$ cat config.mk
export PLATFORM = sky130hd
export DESIGN_NAME = sq_accum
export DESIGN_NICKNAME = d
export VERILOG_FILES = /design/src/rtl/sq_accum.sv
export SDC_FILE = /design/constraint.sdc
export NUM_CORES = 1
export LEC_CHECK = 0
export ABC_AREA = 0
export ABC_CLOCK_PERIOD_IN_PS = 3100
export BUFFER_PORTS_ARGS = -buffer_cell sky130_fd_sc_hd__buf_2
export CAP_MARGIN = 10
export CORE_MARGIN = 4
export CORE_UTILIZATION = 60
export CTS_BUF_LIST = sky130_fd_sc_hd__clkbuf_16
export DETAILED_ROUTE_END_ITERATION = 12
export GPL_ROUTABILITY_DRIVEN = 1
export PLACE_DENSITY = 0.78
export SLEW_MARGIN = 20
export SYNTH_ARGS = -nofsm -noshare
export SYNTH_HDL_FRONTEND = slang
export SYNTH_SLANG_ARGS = --single-unit
$ cat constraint.sdc
create_clock -name clk -period 3.1 [get_ports clk]
set_input_delay 0.62 -clock clk [delete_from_list [all_inputs] [get_ports clk]]
set_output_delay 0.62 -clock clk [all_outputs]
set_load 0.01 [all_outputs]
$ cat src/rtl/sq_accum.sv
// Sum-of-squares front end for the integer square-root stage: squares signed samples
// with a serial shift-add multiplier and accumulates them into a saturating sum per frame.
`timescale 1ns/1ps
`ifndef MAX_NUM
`define MAX_NUM 21
`endif

module sq_accum #(
  parameter int DATA_W = 10,
  parameter int ACC_W  = `MAX_NUM
) (
  input  logic              clk,
  input  logic              rst_n,
  input  logic              clear,
  input  logic              in_valid,
  output logic              in_ready,
  input  logic [DATA_W-1:0] in_data,
  input  logic              in_last,
  output logic              out_valid,
  input  logic              out_ready,
  output logic [ACC_W-1:0]  out_sum,
  output logic              out_sat
);

  localparam int PROD_W = 2 * DATA_W;
  localparam int CNT_W  = $clog2(DATA_W + 1);
  localparam logic [CNT_W-1:0]  CNT_LAST = CNT_W'(DATA_W - 1);
  localparam logic [CNT_W-1:0]  CNT_ONE  = CNT_W'(1);
  localparam logic [DATA_W-1:0] ONE_D    = DATA_W'(1);
  localparam logic [ACC_W-1:0]  ACC_MAX  = '1;

  typedef enum logic [1:0] {S_IDLE, S_MUL, S_ACC, S_DONE} state_t;

  state_t            state_reg, state_next;
  logic              in_ready_reg, in_ready_next;
  logic              out_valid_reg, out_valid_next;
  logic [DATA_W-1:0] mcand_reg, mcand_next;
  logic [PROD_W-1:0] prod_reg, prod_next;
  logic [CNT_W-1:0]  cnt_reg, cnt_next;
  logic              last_reg, last_next;
  logic [ACC_W-1:0]  acc_reg, acc_next;
  logic              sat_reg, sat_next;

  logic              accept;
  logic              take;
  logic [DATA_W-1:0] mag;
  logic [DATA_W-1:0] addend;
  logic [DATA_W:0]   step_sum;
  logic [PROD_W-1:0] prod_shifted;
  logic [ACC_W:0]    acc_sum;
  logic [ACC_W-1:0]  acc_clamped;

  assign accept = in_valid && in_ready_reg && !clear;
  assign take   = out_valid_reg && out_ready && !clear;

  // Two's-complement negate; the most negative sample wraps to 2^(DATA_W-1), still exact unsigned.
  assign mag = in_data[DATA_W-1] ? (~in_data + ONE_D) : in_data;

  // Multiplier: low half of prod_reg holds the remaining multiplier bits, LSB first.
  for (genvar gi = 0; gi < DATA_W; gi++) begin : g_pp
    assign addend[gi] = mcand_reg[gi] & prod_reg[0];
  end

  assign step_sum     = {1'b0, prod_reg[PROD_W-1:DATA_W]} + {1'b0, addend};
  assign prod_shifted = {step_sum, prod_reg[DATA_W-1:1]};

  assign acc_sum     = {1'b0, acc_reg} + {{(ACC_W + 1 - PROD_W){1'b0}}, prod_reg};
  assign acc_clamped = acc_sum[ACC_W] ? ACC_MAX : acc_sum[ACC_W-1:0];

  // State and handshake registers
  always_ff @(posedge clk or negedge rst_n) begin
    if (!rst_n) begin
      state_reg     <= S_IDLE;
      in_ready_reg  <= 1'b0;
      out_valid_reg <= 1'b0;
    end else begin
      state_reg     <= state_next;
      in_ready_reg  <= in_ready_next;
      out_valid_reg <= out_valid_next;
    end
  end

  always_comb begin
    state_next = state_reg;
    if (clear) begin
      state_next = S_IDLE;
    end else begin
      case (state_reg)
        S_IDLE: if (accept) state_next = S_MUL;
        S_MUL:  if (cnt_reg == CNT_LAST) state_next = S_ACC;
        S_ACC:  state_next = last_reg ? S_DONE : S_IDLE;
        S_DONE: if (take) state_next = S_IDLE;
        default: state_next = S_IDLE;
      endcase
    end
  end

  always_comb begin
    in_ready_next  = (state_next == S_IDLE);
    out_valid_next = (state_next == S_DONE);
  end

  // Datapath
  always_ff @(posedge clk or negedge rst_n) begin
    if (!rst_n) begin
      mcand_reg <= '0;
      prod_reg  <= '0;
      cnt_reg   <= '0;
      last_reg  <= 1'b0;
      acc_reg   <= '0;
      sat_reg   <= 1'b0;
    end else begin
      mcand_reg <= mcand_next;
      prod_reg  <= prod_next;
      cnt_reg   <= cnt_next;
      last_reg  <= last_next;
      acc_reg   <= acc_next;
      sat_reg   <= sat_next;
    end
  end

  always_comb begin
    mcand_next = mcand_reg;
    prod_next  = prod_reg;
    cnt_next   = cnt_reg;
    last_next  = last_reg;
    acc_next   = acc_reg;
    sat_next   = sat_reg;
    if (clear) begin
      acc_next = '0;
      sat_next = 1'b0;
    end else begin
      case (state_reg)
        S_IDLE: begin
          if (accept) begin
            mcand_next = mag;
            prod_next  = {{DATA_W{1'b0}}, mag};
            cnt_next   = '0;
            last_next  = in_last;
          end
        end
        S_MUL: begin
          prod_next = prod_shifted;
          cnt_next  = cnt_reg + CNT_ONE;
        end
        S_ACC: begin
          acc_next = acc_clamped;
          if (acc_sum[ACC_W]) sat_next = 1'b1;
        end
        S_DONE: begin
          if (take) begin
            acc_next = '0;
            sat_next = 1'b0;
          end
        end
        default: ;
      endcase
    end
  end

  assign in_ready  = in_ready_reg;
  assign out_valid = out_valid_reg;
  assign out_sum   = acc_reg;
  assign out_sat   = sat_reg;

endmodule
==> results.md <==
- Synth top area share: between 30% and 40%
- Worst rel slew slack: 51.3%
- Hold Path Class: in -> async
- Maximum VDD drop: between 0.5 and 0.6 mV
- CTS buffer count: 9
- Total global-route track usage: 25.2%
- Deepest clock path buffer count: 2
- Area delta synth->final: 12.8%
- CTS root buf: clkbuf_16
- Io pins: 40
- LEAKAGE: 2.36 nW
- Via Count: 3,811
- Cells after Synth: a little over 500
- Setup Viol. Count Final: 0
- Vias in the first global route: roughly 3,600
- Mapped Area: about 4300 um2
- Port-buffer cells: 39
- Overall power: between 3 and 4 mW
- Status: completed
- Net count after synthesis: approximately 560
- Largest net degree at the start of global routing: 31
- Hold-fix buffers, CTS: 0
- Number of diodes: 0
- Internal power: slightly below 2 mW
- Setup repair after global routing missed its margin: no
- Routability congestion estimate: approximately 0.94
- Register area share after synthesis: between 30% and 40%
- Worst Max-Slew Pin Slew: between 700 and 800 ps
- Grt ovf: 0
- Worst-path clk slew: 50 ps
- Critical path startpoint category: flip-flop
- Sw frac: 35.5%
- Final period util: 90.0%
- Post-CTS Resized: 0
- Comb pwr share: approximately 32%
- Share of cells above drive strength 1: between 10 and 15%
- Psw: ~1.1 mW
- ANT nets after route: 0
- Max-cap violations: 0
- Die Ht: slightly above 90 um
- Die area: about 8500 um2
- Crit path kind: reg -> reg
- Async S/R FF share, synth: 100%
- Arr. time, crit path: slightly above 3000 ps
- Setup TNS: 0 ps
- Core area: 6870 um2
- Post-placement cell area: ~4500 um2
- DR vias/cell: ~6
- Clk pwr share: between 30% and 40%
- Design area: 4820 um2
- Latest clock arrival within the worst-skew pair: 320 ps
- Syn_area_per_cell: ~8.4 um2
- Final net count: 590
- CTS tree: built
- Filler cells: 570
- Flop pwr share: between 30% and 40%
- Fin crit period: approximately 2800 ps
- Wire length per cell: between 15 and 20 um
- Synth Flop Type: dfrtp_1
- Max frequency: between 0.3 and 0.4 GHz
- Clk sink count: 61
- Max reg flops: 21
- Critical path required time: ~3400 ps
- Number of synthesized register bits: slightly above 60
- First-pass GRT wire length: between 15 and 20 mm
- Top cells by area, synth: dfrtp_1 36%, ha_1 9.7%, nand2_1 7.6%, o21ai_0 6.0%, a21oi_1 4.5%
- WHS: ~320 ps
- Clock Skews: 6.44 ps
- CP Capture Type: flip-flop
- Die width: roughly 92 um
- Critical-path maximum fanout: 12
- Setup Fix Bufs, Post-CTS: 0
- Post-synth EDFFs: 0
- DRC: 0
- YS warnings: 0
- Max Slew Vio Count: 0
- Initial DRT Pass Iterations: 5
- Hold Fails Final Rpt: 0
- Netlist cell types: 53
- DP Wirelength: around 7.6 mm
- Initial Utilization: between 60% and 70%
- DRC violation total after the first TritonRoute iteration: between 200 and 250
- Largest area contributor in the netlist: dfrtp_1
- Core Rows: 30
- Final worst slack: ~310 ps
- Post-Place Setup Slack: 334 ps
- Power per cell area: about 640 nW/um2
- WL final: just over 10 mm
- Commonest non-fill, non-tap cell in the layout: nand2_1
- Most frequent cells in the layout: 87 x nand2_1, 61 x dfrtp_1, 51 x o21ai_0
- Max H-tree Level: 3
- Initial antenna violation count: 0
-- cells by family after synthesis --
logic type      share of synthesized area (%)
flops                                    35.7
fa+ha+maj                                10.6
buf+inv                                  3.49
mux                                      1.99
xor+xnor                                 5.74
compound gates                           23.3
simple gates                             19.2
-- worst paths after layout --
| kind | end | from | cells past startpoint | slack (ps) |
|---|---|---|---|---|
| max in group asynchronous | prod_reg[6]$_DFFE_PN0P_ | rst_n | 2 | 2090 |
| setup reg to reg | out_sum[20]$_DFFE_PN0P_ | prod_reg[0]$_DFFE_PN0P_ | 10 | 310 |
| hold / removal | out_sum[5]$_DFFE_PN0P_ | rst_n | 1 | 320 |
| hold reg to reg | out_sum[11]$_DFFE_PN0P_ | out_sum[11]$_DFFE_PN0P_ | 2 | 500 |
| setup / recovery | out_sum[20]$_DFFE_PN0P_ | prod_reg[0]$_DFFE_PN0P_ | 10 | 310 |
| min in group clk | out_sum[11]$_DFFE_PN0P_ | out_sum[11]$_DFFE_PN0P_ | 2 | 500 |
-- worst max-delay path, cell delays in order, from the launching register on --
cell and delay, ps:
dfrtp_1 520, ha_1 260, inv_1 60, fa_1 380, nand2b_1 190, a21oi_1 250, o221a_4 270, a311o_1 220
nand4_1 140, a211o_2 360, nand4_1 80
-- per-stage QoR --
| step | utilization [%] | std cells |
|---|---|---|
| 3_3_place_gp | 66.0 | 624 |
| 4_1_cts | 70.1 | 640 |
| 5_1_grt | 70.1 | 640 |
| 3_5_place_dp | 66.0 | 624 |
| 2_1_floorplan | - | 507 |
| 6_report | 70.1 | 640 |
-- layer usage --
layer / track usage (%) / vias up / share of wire (%)
met3: 2.92 / 23 / 5.6
met1: 33.7 / 1795 / 44
met4: 9.65 / 0 / 2.2
li1: - / 1875 / -
met2: 42.1 / 118 / 48
met5: 0 / - / 0
-- Yosys cell counts, types with 9 or more instances --
library cell / instances
a21oi_1: 38
and2_1: 10
clkbuf_1: 21
dfrtp_1: 61
ha_1: 33
inv_1: 14
nand2_1: 87
nor2_1: 36
nor3_1: 9
o211ai_1: 9
o21ai_0: 51
xnor2_1: 13
xor2_1: 15
-- final cells by class --
class / count / area [um2] / area share (%)
Multi-Input combinational cell: 408 / 2600 / 53.9
Sequential cell: 61 / 1530 / 31.7
Timing Repair Buffer: 45 / 240 / 4.99
Clock buffer: 9 / 225 / 4.67
Tap cell: 96 / 120 / 2.49
Clock inverter: 7 / 57.6 / 1.19
Inverter: 14 / 52.6 / 1.09
-- power groups by stage --
| stage | logic [mW] | clock network (mW) | registers [mW] |
|---|---|---|---|
| after detailed placement | 0.975 | 0 | 1.13 |
| after global routing | 1.13 | 0.999 | 1.15 |
| after floorplan | 0.791 | 0 | 1.06 |
| after CTS | 0.996 | 0.961 | 1.12 |
| after global placement | 0.935 | 0 | 1.12 |
| final | 0.998 | 0.953 | 1.13 |
No activity file was read; power rests on OpenSTA's default activity.
